### src/rtl/fetch_sequencer_if.sv
// Fetch-side bus of the next-PC sequencer: PC/instruction from the fetch unit,
// hazard and redirect controls from D, and the IF/ID register contents.
interface fetch_sequencer_if;
  logic [31:0] pc_i;
  logic [31:0] instr_i;
  logic        stall;
  logic        fetch_hold;
  logic        redir_valid;
  logic [1:0]  redir_kind;
  logic        redir_taken;
  logic [15:0] br_imm16;
  logic [25:0] j_index;
  logic [31:0] jr_target;
  logic [31:0] next_pc;
  logic [31:0] d_instr;
  logic [31:0] d_pc;
  logic        d_valid;
  logic        pend_o;
  logic [31:0] fetch_count;

  // Environment side: fetch unit plus D-stage control.
  modport master (
    output pc_i, instr_i, stall, fetch_hold, redir_valid, redir_kind,
           redir_taken, br_imm16, j_index, jr_target,
    input  next_pc, d_instr, d_pc, d_valid, pend_o, fetch_count
  );

  // Sequencer side.
  modport slave (
    input  pc_i, instr_i, stall, fetch_hold, redir_valid, redir_kind,
           redir_taken, br_imm16, j_index, jr_target,
    output next_pc, d_instr, d_pc, d_valid, pend_o, fetch_count
  );
endinterface

### src/rtl/fetch_sequencer.sv
// Next-PC sequencer and IF/ID stage register for the pipelined MIPS core.
// Resolves stalls, fetch holds and D-stage redirects with delay-slot semantics;
// a redirect that arrives while fetch is held is parked in PEND until the
// delay slot can be fetched.
module fetch_sequencer #(
  parameter logic [31:0] RESET_PC = 32'h0000_3000,
  parameter logic [31:0] NOP      = 32'h0000_0000
) (
  input logic          clk,
  input logic          reset,
  fetch_sequencer_if.slave bus
);

  typedef enum logic {S_RUN, S_PEND} state_t;

  state_t      state_q, state_d;
  logic [31:0] pend_tgt_q, pend_tgt_d;
  logic [31:0] d_instr_q, d_instr_d;
  logic [31:0] d_pc_q, d_pc_d;
  logic        d_valid_q, d_valid_d;
  logic [31:0] fetch_count_q, fetch_count_d;

  logic [31:0] d_pc_plus4;
  logic [31:0] br_off;
  logic [31:0] tgt;
  logic        redir_now;
  logic [31:0] next_pc;

  // Redirect target of the instruction currently in D, and whether it redirects now.
  always_comb begin
    d_pc_plus4 = d_pc_q + 32'd4;
    br_off     = {{14{bus.br_imm16[15]}}, bus.br_imm16, 2'b00};
    case (bus.redir_kind)
      2'b00:   tgt = d_pc_plus4 + br_off;
      2'b01:   tgt = {d_pc_plus4[31:28], bus.j_index, 2'b00};
      2'b10:   tgt = bus.jr_target & ~32'd3;
      default: tgt = d_pc_plus4;
    endcase
    redir_now = bus.redir_valid & ~bus.stall &
                ((bus.redir_kind == 2'b01) | (bus.redir_kind == 2'b10) |
                 ((bus.redir_kind == 2'b00) & bus.redir_taken));
  end

  // Next-PC selection, IF/ID load and FSM next state, in priority order.
  always_comb begin
    state_d       = state_q;
    pend_tgt_d    = pend_tgt_q;
    d_instr_d     = d_instr_q;
    d_pc_d        = d_pc_q;
    d_valid_d     = d_valid_q;
    fetch_count_d = fetch_count_q;
    next_pc       = bus.pc_i;

    if (reset) begin
      next_pc = RESET_PC;
    end else if (bus.stall) begin
      next_pc = bus.pc_i;
    end else if (bus.fetch_hold) begin
      // Bubble into ID; d_pc is kept so a redirect decoded now still targets correctly.
      next_pc   = bus.pc_i;
      d_instr_d = NOP;
      d_valid_d = 1'b0;
      if (state_q == S_RUN && redir_now) begin
        state_d    = S_PEND;
        pend_tgt_d = tgt;
      end
    end else if (state_q == S_PEND) begin
      // Delay slot arrives now; redirect inputs are ignored since D holds a bubble.
      next_pc       = pend_tgt_q;
      d_instr_d     = bus.instr_i;
      d_pc_d        = bus.pc_i;
      d_valid_d     = 1'b1;
      fetch_count_d = fetch_count_q + 32'd1;
      state_d       = S_RUN;
    end else begin
      next_pc       = redir_now ? tgt : bus.pc_i + 32'd4;
      d_instr_d     = bus.instr_i;
      d_pc_d        = bus.pc_i;
      d_valid_d     = 1'b1;
      fetch_count_d = fetch_count_q + 32'd1;
    end
  end

  // State and IF/ID registers with synchronous reset.
  always_ff @(posedge clk) begin
    if (reset) begin
      state_q       <= S_RUN;
      pend_tgt_q    <= '0;
      d_instr_q     <= NOP;
      d_pc_q        <= RESET_PC;
      d_valid_q     <= 1'b0;
      fetch_count_q <= '0;
    end else begin
      state_q       <= state_d;
      pend_tgt_q    <= pend_tgt_d;
      d_instr_q     <= d_instr_d;
      d_pc_q        <= d_pc_d;
      d_valid_q     <= d_valid_d;
      fetch_count_q <= fetch_count_d;
    end
  end

  assign bus.next_pc     = next_pc;
  assign bus.d_instr     = d_instr_q;
  assign bus.d_pc        = d_pc_q;
  assign bus.d_valid     = d_valid_q;
  assign bus.pend_o      = (state_q == S_PEND);
  assign bus.fetch_count = fetch_count_q;

endmodule

### src/flat_wrapper.sv
// flat-port wrapper written by rule: the top's interface ports become plain ports
module fetch_sequencer_flat 
#(
  parameter logic [31:0] RESET_PC = 32'h0000_3000,
  parameter logic [31:0] NOP      = 32'h0000_0000
)
  (clk, reset, bus_pc_i, bus_instr_i, bus_stall, bus_fetch_hold, bus_redir_valid, bus_redir_kind, bus_redir_taken, bus_br_imm16, bus_j_index, bus_jr_target, bus_next_pc, bus_d_instr, bus_d_pc, bus_d_valid, bus_pend_o, bus_fetch_count);
  fetch_sequencer_if bus_i ();
  input logic clk;
  input logic reset;
  input wire logic [$bits(bus_i.pc_i)-1:0] bus_pc_i;
  input wire logic [$bits(bus_i.instr_i)-1:0] bus_instr_i;
  input wire logic [$bits(bus_i.stall)-1:0] bus_stall;
  input wire logic [$bits(bus_i.fetch_hold)-1:0] bus_fetch_hold;
  input wire logic [$bits(bus_i.redir_valid)-1:0] bus_redir_valid;
  input wire logic [$bits(bus_i.redir_kind)-1:0] bus_redir_kind;
  input wire logic [$bits(bus_i.redir_taken)-1:0] bus_redir_taken;
  input wire logic [$bits(bus_i.br_imm16)-1:0] bus_br_imm16;
  input wire logic [$bits(bus_i.j_index)-1:0] bus_j_index;
  input wire logic [$bits(bus_i.jr_target)-1:0] bus_jr_target;
  output wire logic [$bits(bus_i.next_pc)-1:0] bus_next_pc;
  output wire logic [$bits(bus_i.d_instr)-1:0] bus_d_instr;
  output wire logic [$bits(bus_i.d_pc)-1:0] bus_d_pc;
  output wire logic [$bits(bus_i.d_valid)-1:0] bus_d_valid;
  output wire logic [$bits(bus_i.pend_o)-1:0] bus_pend_o;
  output wire logic [$bits(bus_i.fetch_count)-1:0] bus_fetch_count;
  assign bus_i.pc_i = bus_pc_i;
  assign bus_i.instr_i = bus_instr_i;
  assign bus_i.stall = bus_stall;
  assign bus_i.fetch_hold = bus_fetch_hold;
  assign bus_i.redir_valid = bus_redir_valid;
  assign bus_i.redir_kind = bus_redir_kind;
  assign bus_i.redir_taken = bus_redir_taken;
  assign bus_i.br_imm16 = bus_br_imm16;
  assign bus_i.j_index = bus_j_index;
  assign bus_i.jr_target = bus_jr_target;
  assign bus_next_pc = bus_i.next_pc;
  assign bus_d_instr = bus_i.d_instr;
  assign bus_d_pc = bus_i.d_pc;
  assign bus_d_valid = bus_i.d_valid;
  assign bus_pend_o = bus_i.pend_o;
  assign bus_fetch_count = bus_i.fetch_count;
  fetch_sequencer #(.RESET_PC(RESET_PC), .NOP(NOP)) u_core (.clk(clk), .reset(reset), .bus(bus_i));
endmodule
### config.mk
export PLATFORM = sky130hd
export DESIGN_NAME = fetch_sequencer_flat
export DESIGN_NICKNAME = d
export VERILOG_FILES = /design/src/rtl/fetch_sequencer_if.sv /design/src/rtl/fetch_sequencer.sv /design/src/flat_wrapper.sv
export SDC_FILE = /design/constraint.sdc
export NUM_CORES = 1
export LEC_CHECK = 0
export ABC_CLOCK_PERIOD_IN_PS = 6100
export CAP_MARGIN = 0
export CORE_MARGIN = 5
export CORE_UTILIZATION = 49
export DETAILED_ROUTE_END_ITERATION = 16
export PLACE_DENSITY_LB_ADDON = 0.08
export SETUP_SLACK_MARGIN = 0.05
export SKIP_CTS_REPAIR_TIMING = 1
export SYNTH_ARGS = -nofsm -noshare
export SYNTH_HDL_FRONTEND = slang
export SYNTH_SLANG_ARGS = --single-unit
### constraint.sdc
create_clock -name clk -period 6.1 [get_ports clk]
set_clock_uncertainty 0.15 [all_clocks]
set_input_delay 1.525 -clock clk [delete_from_list [all_inputs] [get_ports clk]]
set_output_delay 1.525 -clock clk [all_outputs]
set_load 0.02 [all_outputs]
==> results_dict.tcl <==
set metrics [dict create \
    hold_class "flip-flop to flip-flop" \
    setup.worst_path.end_class "primary output" \
    placementRows 50 \
    cellInternalPower_w 0.00196 \
    gp_routability_congestion 0.970 \
    p_switching_w 0.000848 \
    final-setup-viol-count 0 \
    die_area_um2 21700 \
    hold_viol_final 0 \
    total_power_w 0.00281 \
    switching_share_pct 30.1 \
    outcome "finished clean" \
    tritoncts_num_sinks 130 \
    final.min_clock_period_ns 6.06 \
    final.setup.tns_ns 0 \
    numPlacedInstances 1878 \
    synthMostInstantiatedCell "sky130_fd_sc_hd__nand2_1" \
    layout_cell_share_with_drive_strength_beyond_1_pct 22.7 \
    layout.cells.non_filler 1922 \
    fillerInstances 1359 \
    post_synth_inst_count 1227 \
    num_io_pins 276 \
    max-cap-violations 0 \
    antenna_found_initial 0 \
    path_max_fanout 5 \
    port_buffers 273 \
    synthDominantAreaCellType "sky130_fd_sc_hd__dfxtp_1" \
    static-leakage-power_nw 6.20 \
    startpoint_type "input pin" \
    area_growth_syn_to_layout_pct 60.4 \
    clk-insertion-delay-late_ns 0.42 \
    final-max-slew-violation-count 0 \
    number_of_library_cell_types_mapped_by_synthesis 87 \
    power_frac_clock_pct 38.9 \
    detailed_route_wire_length_per_cell_um 19.7 \
    synth.cells.most_frequent "sky130_fd_sc_hd__nand2_1 (187), sky130_fd_sc_hd__a21oi_1 (130), sky130_fd_sc_hd__dfxtp_1 (130), sky130_fd_sc_hd__nor2_1 (104), sky130_fd_sc_hd__clkbuf_1 (67)" \
    syn-num-nets 1415 \
    drt_first_pass_iters 6 \
    num_vias 11500 \
    peakVddDrop_mv 0.221 \
    worst_pin_slew_ns 0.952 \
    relSlewSlack_pct 36.5 \
    viasPerCell 5.96 \
    grt_use_total_pct 32.1 \
    period_share_pct 99.4 \
    drcViolationCount 0 \
    core_area_um2 18600 \
    clock-root-buffer "sky130_fd_sc_hd__clkbuf_16" \
    overflow 0 \
    number_of_global_route_vias_before_repair 10700 \
    ys_ff_latch 130 \
    cts-buffers-inserted 17 \
    synth_top_cells_by_area "sky130_fd_sc_hd__dfxtp_1 (28%), sky130_fd_sc_hd__nand2_1 (7.6%), sky130_fd_sc_hd__a21oi_1 (7.0%)" \
    worstSetupPathType "input pin to primary output" \
    grt_first_pass_wirelength_um 56600 \
    cp.required_ns 4.43 \
    synthArstFlopShare_pct 0 \
    layout.area.seq_um2 2610 \
    hold_ws_ns 0.306 \
    initial_utilization_pct 49.6 \
    die_x_extent_um 147 \
    edff_count_synth 0 \
    antenna_violating_nets_remaining 0 \
    clk_slew_on_worst_s_h_paths_ns 0.05 \
    cts.path.max_buffers 2 \
    nNetsFinal 1863 \
    multi_input_combinational_cell_area_um2 6680 \
    h_tree_level_count 4 \
    share_comb_of_total_power_pct 29.2 \
    synthesis.area_per_instance_um2 7.53 \
    fmax_mhz 165 \
    dp_hpwl_um 28000 \
    cp_data_arrival_time_ns 4.39 \
    chipHeight_um 147 \
    synth-main-ff-cell "sky130_fd_sc_hd__dfxtp_1" \
    synthesis.area_um2 9240 \
    synth_seq_area_share_pct 28.2 \
    detailedRoute.firstIterationViolations 1042 \
    total_of_warnings_raised_by_yosys 0 \
    share_seq_of_total_power_pct 31.9 \
    post_synth_top_area_share_pct 28.2 \
    n_antenna_cell 0 \
    power_density_nw_per_um2 190 \
    grt_max_degree 53 \
    totalWireLength_um 37800 \
    tritoncts "built" \
]
[sequential cells by signal (all words and copies together), names as in the netlist]
name	flops
u_core.bus.d_valid	1
u_core.bus.d_pc	32
u_core.bus.pend_o	1
u_core.bus.fetch_count	32
u_core.bus.d_instr	32
u_core.pend_tgt_q	32
[layout make-up]
cell class | count | area share [%]
multi-input cells | 987 | 45.1
repair buffers | 505 | 30.3
flip-flops and latches | 130 | 17.6
clock buffers | 18 | 2.89
well taps | 234 | 1.97
clock inverters | 14 | 1.35
inverters | 34 | 0.861
[per-stage QoR]
step           worst slack (ns)  util, %  cell area (µm²)
2_1_floorplan             0.304        -             9240
3_3_place_gp             -0.890     73.2            13600
3_5_place_dp             -0.930     73.2            13600
4_1_cts                  -0.945     76.5            14300
5_1_grt                 -0.0641     79.5            14800
6_report                 0.0358     79.5            14800
[cell usage in the layout, fill, tap and decap left out, types with 6 or more instances in the layout]
| cell | n |
|---|---|
| sky130_fd_sc_hd__ha_1 | 30 |
| sky130_fd_sc_hd__a21oi_1 | 121 |
| sky130_fd_sc_hd__dlymetal6s2s_1 | 23 |
| sky130_fd_sc_hd__nor3_1 | 21 |
| sky130_fd_sc_hd__a21o_1 | 13 |
| sky130_fd_sc_hd__o211ai_1 | 7 |
| sky130_fd_sc_hd__o22ai_1 | 6 |
| sky130_fd_sc_hd__clkdlybuf4s50_1 | 234 |
| sky130_fd_sc_hd__nor2_1 | 100 |
| sky130_fd_sc_hd__buf_4 | 238 |
| sky130_fd_sc_hd__a21oi_2 | 11 |
| sky130_fd_sc_hd__dfxtp_1 | 124 |
| sky130_fd_sc_hd__xor2_1 | 48 |
| sky130_fd_sc_hd__inv_1 | 33 |
| sky130_fd_sc_hd__clkbuf_2 | 6 |
| sky130_fd_sc_hd__ha_4 | 8 |
| sky130_fd_sc_hd__and3_1 | 18 |
| sky130_fd_sc_hd__dfxtp_2 | 6 |
| sky130_fd_sc_hd__o21ai_0 | 48 |
| sky130_fd_sc_hd__a211oi_1 | 11 |
| sky130_fd_sc_hd__nand3b_1 | 8 |
| sky130_fd_sc_hd__nand3_1 | 40 |
| sky130_fd_sc_hd__clkbuf_16 | 17 |
| sky130_fd_sc_hd__nand2_1 | 186 |
| sky130_fd_sc_hd__a31oi_1 | 8 |
| sky130_fd_sc_hd__a221oi_1 | 14 |
| sky130_fd_sc_hd__nand4_1 | 26 |
| sky130_fd_sc_hd__and4_1 | 10 |
| sky130_fd_sc_hd__a22o_1 | 36 |
| sky130_fd_sc_hd__or3_1 | 14 |
| sky130_fd_sc_hd__o21ai_1 | 7 |
| sky130_fd_sc_hd__o221ai_1 | 9 |
| sky130_fd_sc_hd__xnor2_1 | 42 |
| sky130_fd_sc_hd__a221o_1 | 11 |
[worst max-delay path: stages]
cell and delay, ns:
sky130_fd_sc_hd__clkbuf_2 0.08, sky130_fd_sc_hd__ha_2 0.18, sky130_fd_sc_hd__inv_2 0.05, sky130_fd_sc_hd__fa_2 0.36
sky130_fd_sc_hd__and2b_1 0.25, sky130_fd_sc_hd__o211ai_2 0.14, sky130_fd_sc_hd__a311oi_4 0.23, sky130_fd_sc_hd__buf_6 0.17
sky130_fd_sc_hd__o21ai_1 0.12, sky130_fd_sc_hd__o311ai_1 0.43, sky130_fd_sc_hd__xnor2_1 0.15, sky130_fd_sc_hd__o21ai_2 0.19
sky130_fd_sc_hd__a21oi_1 0.10, sky130_fd_sc_hd__o21ai_1 0.19, sky130_fd_sc_hd__clkbuf_2 0.21
[cells by family (layout without fill, tap and decap cells)]
family | Yosys count | after routing | synth area share, %
multiplexers | 5 | 5 | 0.555
AO/OA/AOI/OAI | 372 | 372 | 27.3
XOR/XNOR | 95 | 95 | 9.00
buffers and inverters | 110 | 571 | 4.52
AND/OR/NAND/NOR | 473 | 473 | 24.7
flip-flops | 130 | 130 | 28.2
adder cells (fa/ha/maj) | 42 | 42 | 5.77
[per-layer routing]
metal	GRT usage, %	share of wire, %	wire [µm]	up-vias
met3	8.33	10	3910	98
met1	42.9	41	15600	5372
li1	-	-	-	5365
met2	50.8	45	17200	615
met4	9.97	2.9	1100	0
met5	0	0	0	-
[power groups by stage]
| stage | logic, W | registers, W | clock network (W) |
|---|---|---|---|
| after detailed placement | 0.000753 | 0.000914 | 0 |
| final | 0.000821 | 0.000898 | 0.00109 |
| after CTS | 0.000760 | 0.000897 | 0.00111 |
| after floorplan | 0.000322 | 0.000937 | 0 |
| after global placement | 0.000746 | 0.000914 | 0 |
| after global routing | 0.000869 | 0.000901 | 0.00115 |
[worst paths after layout]
check	depth (start not counted)	to	from	slack [ns]
min reg2reg	2	u_core.pend_tgt_q[11]$_SDFFE_PP0P_	u_core.pend_tgt_q[11]$_SDFFE_PP0P_	0.31
min	2	u_core.pend_tgt_q[11]$_SDFFE_PP0P_	u_core.pend_tgt_q[11]$_SDFFE_PP0P_	0.31
max	15	bus_next_pc[24]	bus_br_imm16[0]	0.04
max reg2reg	20	u_core.pend_tgt_q[29]$_SDFFE_PP0P_	u_core.bus.d_pc[2]$_SDFFE_PP0P_	1.98
(Power assumes the default switching activity.)
